<file path="src/rtl/alu_issue_seq.sv">
// alu_issue_seq: issue sequencer in front of a 32-bit ALU (decode, hold for EXEC_CYCLES, capture result).
// Define ALU_SEQ_FLAGREG_EN to keep a persistent {V,C,N,Z} flag register that feeds ADDC/SUBB carry-in.
module alu_issue_seq #(
    parameter int DATA_W      = 32,
    parameter int EXEC_CYCLES = 1
) (
    input  logic              clk,
    input  logic              reset,
    input  logic              in_valid,
    output logic              in_ready,
    input  logic [3:0]        in_op,
    input  logic [DATA_W-1:0] in_a,
    input  logic [DATA_W-1:0] in_b,
    output logic [DATA_W-1:0] alu_a,
    output logic [DATA_W-1:0] alu_b,
    output logic              alu_cin,
    output logic [4:0]        alu_sel,
    input  logic [DATA_W-1:0] alu_f,
    input  logic [3:0]        alu_status,
    output logic              out_valid,
    input  logic              out_ready,
    output logic [DATA_W-1:0] out_f,
    output logic [3:0]        out_status,
    output logic              out_wr,
    output logic [3:0]        flags,
    output logic              err_op
);
    typedef enum logic [1:0] {IDLE, EXEC, DONE} state_t;
    localparam logic [4:0] SEL_ZERO = 5'b00111;
    state_t            state_q, state_d;
    logic [3:0]        cnt_q, cnt_d;
    logic [DATA_W-1:0] a_q, a_d, b_q, b_d, f_q, f_d;
    logic [4:0]        sel_q, sel_d;
    logic [3:0]        st_q, st_d;
    logic              cin_q, cin_d, wr_q, wr_d, ov_q, ov_d, err_q, err_d;
    logic [4:0]        dec_sel;
    logic              dec_cin, dec_wr, dec_legal;
    logic              addc_cin, subb_cin;
    logic              capture;

    assign capture = (state_q == EXEC) && (cnt_q == 4'd0);

`ifdef ALU_SEQ_FLAGREG_EN
    logic [3:0] flags_q, flags_d;
    assign addc_cin = flags_q[2];
    assign subb_cin = flags_q[2];
    assign flags    = flags_q;
    assign flags_d  = capture ? alu_status : flags_q;
    always_ff @(posedge clk or posedge reset)
        if (reset) flags_q <= 4'b0000;
        else       flags_q <= flags_d;
`else
    assign addc_cin = 1'b0;
    assign subb_cin = 1'b1;
    assign flags    = 4'b0000;
`endif

    always_comb begin
        dec_legal = 1'b1;
        dec_wr    = 1'b1;
        dec_cin   = 1'b0;
        dec_sel   = SEL_ZERO;
        case (in_op)
            4'd0:    dec_sel = 5'b00100;
            4'd1:    begin dec_sel = 5'b01100; dec_cin = 1'b1; end
            4'd2:    begin dec_sel = 5'b00100; dec_cin = addc_cin; end
            4'd3:    begin dec_sel = 5'b01100; dec_cin = subb_cin; end
            4'd4:    dec_sel = 5'b00001;
            4'd5:    dec_sel = 5'b00010;
            4'd6:    dec_sel = 5'b00000;
            4'd7:    dec_sel = 5'b00011;
            4'd8:    dec_sel = 5'b00101;
            4'd9:    dec_sel = 5'b00110;
            4'd10:   begin dec_sel = 5'b01100; dec_cin = 1'b1; dec_wr = 1'b0; end
            default: dec_legal = 1'b0;
        endcase
    end

    always_comb begin
        state_d = state_q;
        cnt_d   = cnt_q;
        a_d     = a_q;
        b_d     = b_q;
        sel_d   = sel_q;
        cin_d   = cin_q;
        wr_d    = wr_q;
        f_d     = f_q;
        st_d    = st_q;
        ov_d    = ov_q;
        err_d   = 1'b0;
        case (state_q)
            IDLE: if (in_valid) begin
                if (dec_legal) begin
                    a_d     = in_a;
                    b_d     = in_b;
                    sel_d   = dec_sel;
                    cin_d   = dec_cin;
                    wr_d    = dec_wr;
                    cnt_d   = 4'(EXEC_CYCLES - 1);
                    state_d = EXEC;
                end else begin
                    err_d = 1'b1;
                end
            end
            EXEC: if (capture) begin
                f_d     = alu_f;
                st_d    = alu_status;
                ov_d    = 1'b1;
                sel_d   = SEL_ZERO;
                state_d = DONE;
            end else begin
                cnt_d = cnt_q - 4'd1;
            end
            DONE: if (out_ready) begin
                ov_d    = 1'b0;
                state_d = IDLE;
            end
            default: state_d = IDLE;
        endcase
    end

    always_ff @(posedge clk or posedge reset) begin
        if (reset) begin
            state_q <= IDLE;
            cnt_q   <= 4'd0;
            a_q     <= '0;
            b_q     <= '0;
            sel_q   <= SEL_ZERO;
            cin_q   <= 1'b0;
            wr_q    <= 1'b0;
            f_q     <= '0;
            st_q    <= 4'b0000;
            ov_q    <= 1'b0;
            err_q   <= 1'b0;
        end else begin
            state_q <= state_d;
            cnt_q   <= cnt_d;
            a_q     <= a_d;
            b_q     <= b_d;
            sel_q   <= sel_d;
            cin_q   <= cin_d;
            wr_q    <= wr_d;
            f_q     <= f_d;
            st_q    <= st_d;
            ov_q    <= ov_d;
            err_q   <= err_d;
        end
    end

    assign in_ready   = (state_q == IDLE);
    assign alu_a      = a_q;
    assign alu_b      = b_q;
    assign alu_cin    = cin_q;
    assign alu_sel    = sel_q;
    assign out_valid  = ov_q;
    assign out_f      = f_q;
    assign out_status = st_q;
    assign out_wr     = wr_q;
    assign err_op     = err_q;
endmodule

</file>
<file path="config.mk">
export PLATFORM = sky130hd
export DESIGN_NAME = alu_issue_seq
export DESIGN_NICKNAME = d
export VERILOG_FILES = /design/src/rtl/alu_issue_seq.sv
export SDC_FILE = /design/constraint.sdc
export NUM_CORES = 1
export LEC_CHECK = 0
export ABC_AREA = 1
export BUFFER_PORTS_ARGS = -buffer_cell sky130_fd_sc_hd__buf_2
export CORE_ASPECT_RATIO = 1.25
export CORE_MARGIN = 2
export CORE_UTILIZATION = 37
export DETAILED_ROUTE_END_ITERATION = 16
export PLACE_DENSITY = 0.75
export SLEW_MARGIN = 20
export SYNTH_ARGS = -nofsm -noshare
export SYNTH_HDL_FRONTEND = slang
export SYNTH_SLANG_ARGS = --single-unit
export TNS_END_PERCENT = 5
</file>
<file path="constraint.sdc">
create_clock -name clk -period 4.6 [get_ports clk]
set_clock_uncertainty 0.1 [all_clocks]
set_input_delay 0.92 -clock clk [delete_from_list [all_inputs] [get_ports clk]]
set_output_delay 0.92 -clock clk [all_outputs]
set_load 0.005 [all_outputs]
</file>
==> impl_metrics.toml <==
[run_status]
status = "finished clean"

[routing]
wl_per_cell_um = 11.6
routed_via_density = 4.31
ant_nets = 0
vias = 3966
wl_mm = 10.7
drc_errors = 0
drt_iter0_markers = 262
firstDrtPassIters = 4

[die]
io_pins = 222
die_height_um = 129
start_util = 0.380
core-area_mm2 = 0.0122
die_w_um = 104
die_area_mm2 = 0.0135
num_rows = 45

[logic_synthesis]
syn_area_per_cell_um2 = 8.80
yosysMostFrequentCell = "nand2_1"
synth.distinct_cells = 22
yosys_warnings = 0
synth_top_family_by_area = "simple AND/OR/NAND/NOR gates"
synth_area_leader_cell = "dfrtp_1"
async_reset_ff_frac = 1.00
synth_common_cells = "263 x nand2_1, 111 x dfrtp_1, 47 x inv_1"
yosysSeqAreaShare = 0.616
synth.top_cell.area_share = 0.599
synthXorXnorAreaFrac = 0
synth.area.top_cells = "dfrtp_1 60%, nand2_1 21%, inv_1 3.8%, buf_6 2.4%, o21ai_1 2.4%"
synth_compound_area_frac = 0.0453
synth_seq_cells = 114
synth-simple-area-share = 0.243
ys.flop_type = "dfrtp_1"
synth_edf_count = 0
syn_inst = 527
synth_area_mm2 = 0.00464
synth_fa_ha_area_frac = 0.00540
muxShareOfSynthArea = 0

[place]
place_hpwl_mm = 7.55
io_buffers = 216
gp_congestion = 0.774
dp.cells = 887
pre_cts_ws_ns = 2.03

[clocking]
ctsResizeCount = 0
ctsHoldBuffers = 0
clk_pin_slew_ns = 0.05
clkSinkCount = 114
htreeDepth = 4
clk_latency_ns = 0.40
cts_buffers = 17
cts_buffer_depth = 2
cts_tree = "done"
postCtsSetupBuffers = 0
cts-root-buf = "clkbuf_16"

[finish]
final_core_util = 0.518
areaGrowthSynthToFinish_pct = 36.5
stdcell_count = 920
final_layout_size_suffix_gt1_frac = 0.348
fillCellCount = 1172
final_nets = 852

[sta]
setup_viol = 0
rsz0062_at_grt = "false"
fin_crit_sh = 0.473
slew_violations = 0
timing.setup.tns_ns = 0
worstMarginPinSlew_ns = 0.878
min_period_ns = 2.17
max_freq_mhz = 460
fin_ws_ns = 2.43
slew_headroom = 0.415
hold_viol_final = 0

[setup_path]
path_max_fanout = 66
worst_setup_path_end_kind = "flop"
crit_arrival_ns = 2.35
crit_path_start_kind = "input port"
critical_path_class = "input port to flop"
required_ns = 4.78

[global_route]
grt_pass1_vias = 3655
grt_overflow = 0
grt_pass1_wl_mm = 17.3
antenna_found_initial = 1
track_usage = 0.162
grt_max_degree = 74

[power_and_ir_drop]
leakagePower_nw = 3.75
power_frac_seq = 0.393
p_comb_frac = 0.324
powerDensity_mw_per_mm2 = 708
clkPwrFrac = 0.283
p_int_w = 0.00296
switching_share = 0.339
switching_power_w = 0.00152
peakVddDrop_uv = 262

[worst_hold_path]
hp-class = "flop to flop"

[job]
max-cap-violations = 0
==> per-layer routing <==
layer | track usage | wire length, um | up-vias
met3 | 0.0543 | 804 | 14
met2 | 0.261 | 5220 | 145
met5 | 0 | 0 | -
met1 | 0.203 | 4520 | 1792
li1 | - | - | 2015
met4 | 0.0628 | 157 | 0
==> sequential cells by signal (all words and copies together), names as in the netlist <==
signal / flops
out_status: 4
alu_sel: 4
alu_cin: 1
out_f: 32
err_op: 1
cnt_q: 4
alu_a: 32
out_wr: 1
out_valid: 1
state_q: 2
alu_b: 32
==> cells by family after synthesis <==
| kind of cell | Yosys count |
|---|---|
| AO/OA/AOI/OAI | 41 |
| flip-flops | 114 |
| AND/OR/NAND/NOR | 290 |
| buffers and inverters | 79 |
| adder cells (fa/ha/maj) | 2 |
| other | 1 |
==> cell usage in the layout (no fill, tap or decap) <==
master	Yosys	layout
nand2_1	263	263
buf_2	3	216
dfrtp_1	111	111
inv_1	47	46
o21ai_1	22	22
clkbuf_16	0	17
o21ai_0	16	16
nor2_1	12	12
nand3_1	7	7
conb_1	1	5
clkinv_4	0	4
clkinvlp_4	0	4
buf_4	11	4
inv_2	4	3
clkinv_2	0	3
nand4_1	3	3
dfstp_2	3	3
nand2_2	2	2
o31ai_1	2	2
ha_1	2	2
clkbuf_1	4	2
bufinv_16	0	2
diode_2	0	1
nor2_2	1	1
nor2_4	1	1
nand3_2	1	1
inv_4	0	1
a21oi_1	1	1
clkbuf_8	0	1
==> power groups by stage <==
stage / Clock, W / Combinational (W) / Sequential [W]
global route: 0.00136 / 0.00168 / 0.00183
floorplan: 0 / 0.000805 / 0.00181
global placement: 0 / 0.00145 / 0.00176
CTS: 0.00131 / 0.00149 / 0.00176
detailed placement: 0 / 0.00149 / 0.00176
finish: 0.00127 / 0.00145 / 0.00176
==> critical path: stages <==
cell and delay [ns]:
buf_2 0.10, nand2_1 0.06, nand2_1 0.07, nand2_1 0.08, nand2_2 0.08, clkinv_2 0.64
nand2_1 0.32, nand2_1 0.07
==> area by class of cell <==
class	count	area, um2	area share
clock buffer	20	447	0.0705
sequential	114	2860	0.451
tap	164	205	0.0324
clock inverter	12	135	0.0213
inverter	51	195	0.0308
timing repair buffer	220	1110	0.175
antenna	1	2.50	0.000395
multi-input combinational	338	1380	0.218
==> worst paths after layout <==
kind,from,end,slack (ns),cells after the start
setup / recovery,in_op[1],alu_sel[3],2.43,8
hold / removal,alu_a[17],alu_a[17],0.37,2
setup reg to reg,state_q[1],alu_sel[3],2.67,7
hold reg to reg,alu_a[17],alu_a[17],0.37,2
max in group asynchronous,reset,alu_sel[1],2.99,3
min in group asynchronous,reset,alu_b[12],0.52,2
==> through the flow <==
step / area (um2) / total power [W] / hold WS [ns]
floorplan: 4650 / 0.00262 / 0.350
global placement: 5750 / 0.00321 / 0.355
detailed placement: 5750 / 0.00326 / 0.359
CTS: 6330 / 0.00456 / 0.375
global route: 6330 / 0.00486 / 0.390
finish: 6330 / 0.00448 / 0.370
Note: power is estimated with default switching activity, not from simulation.
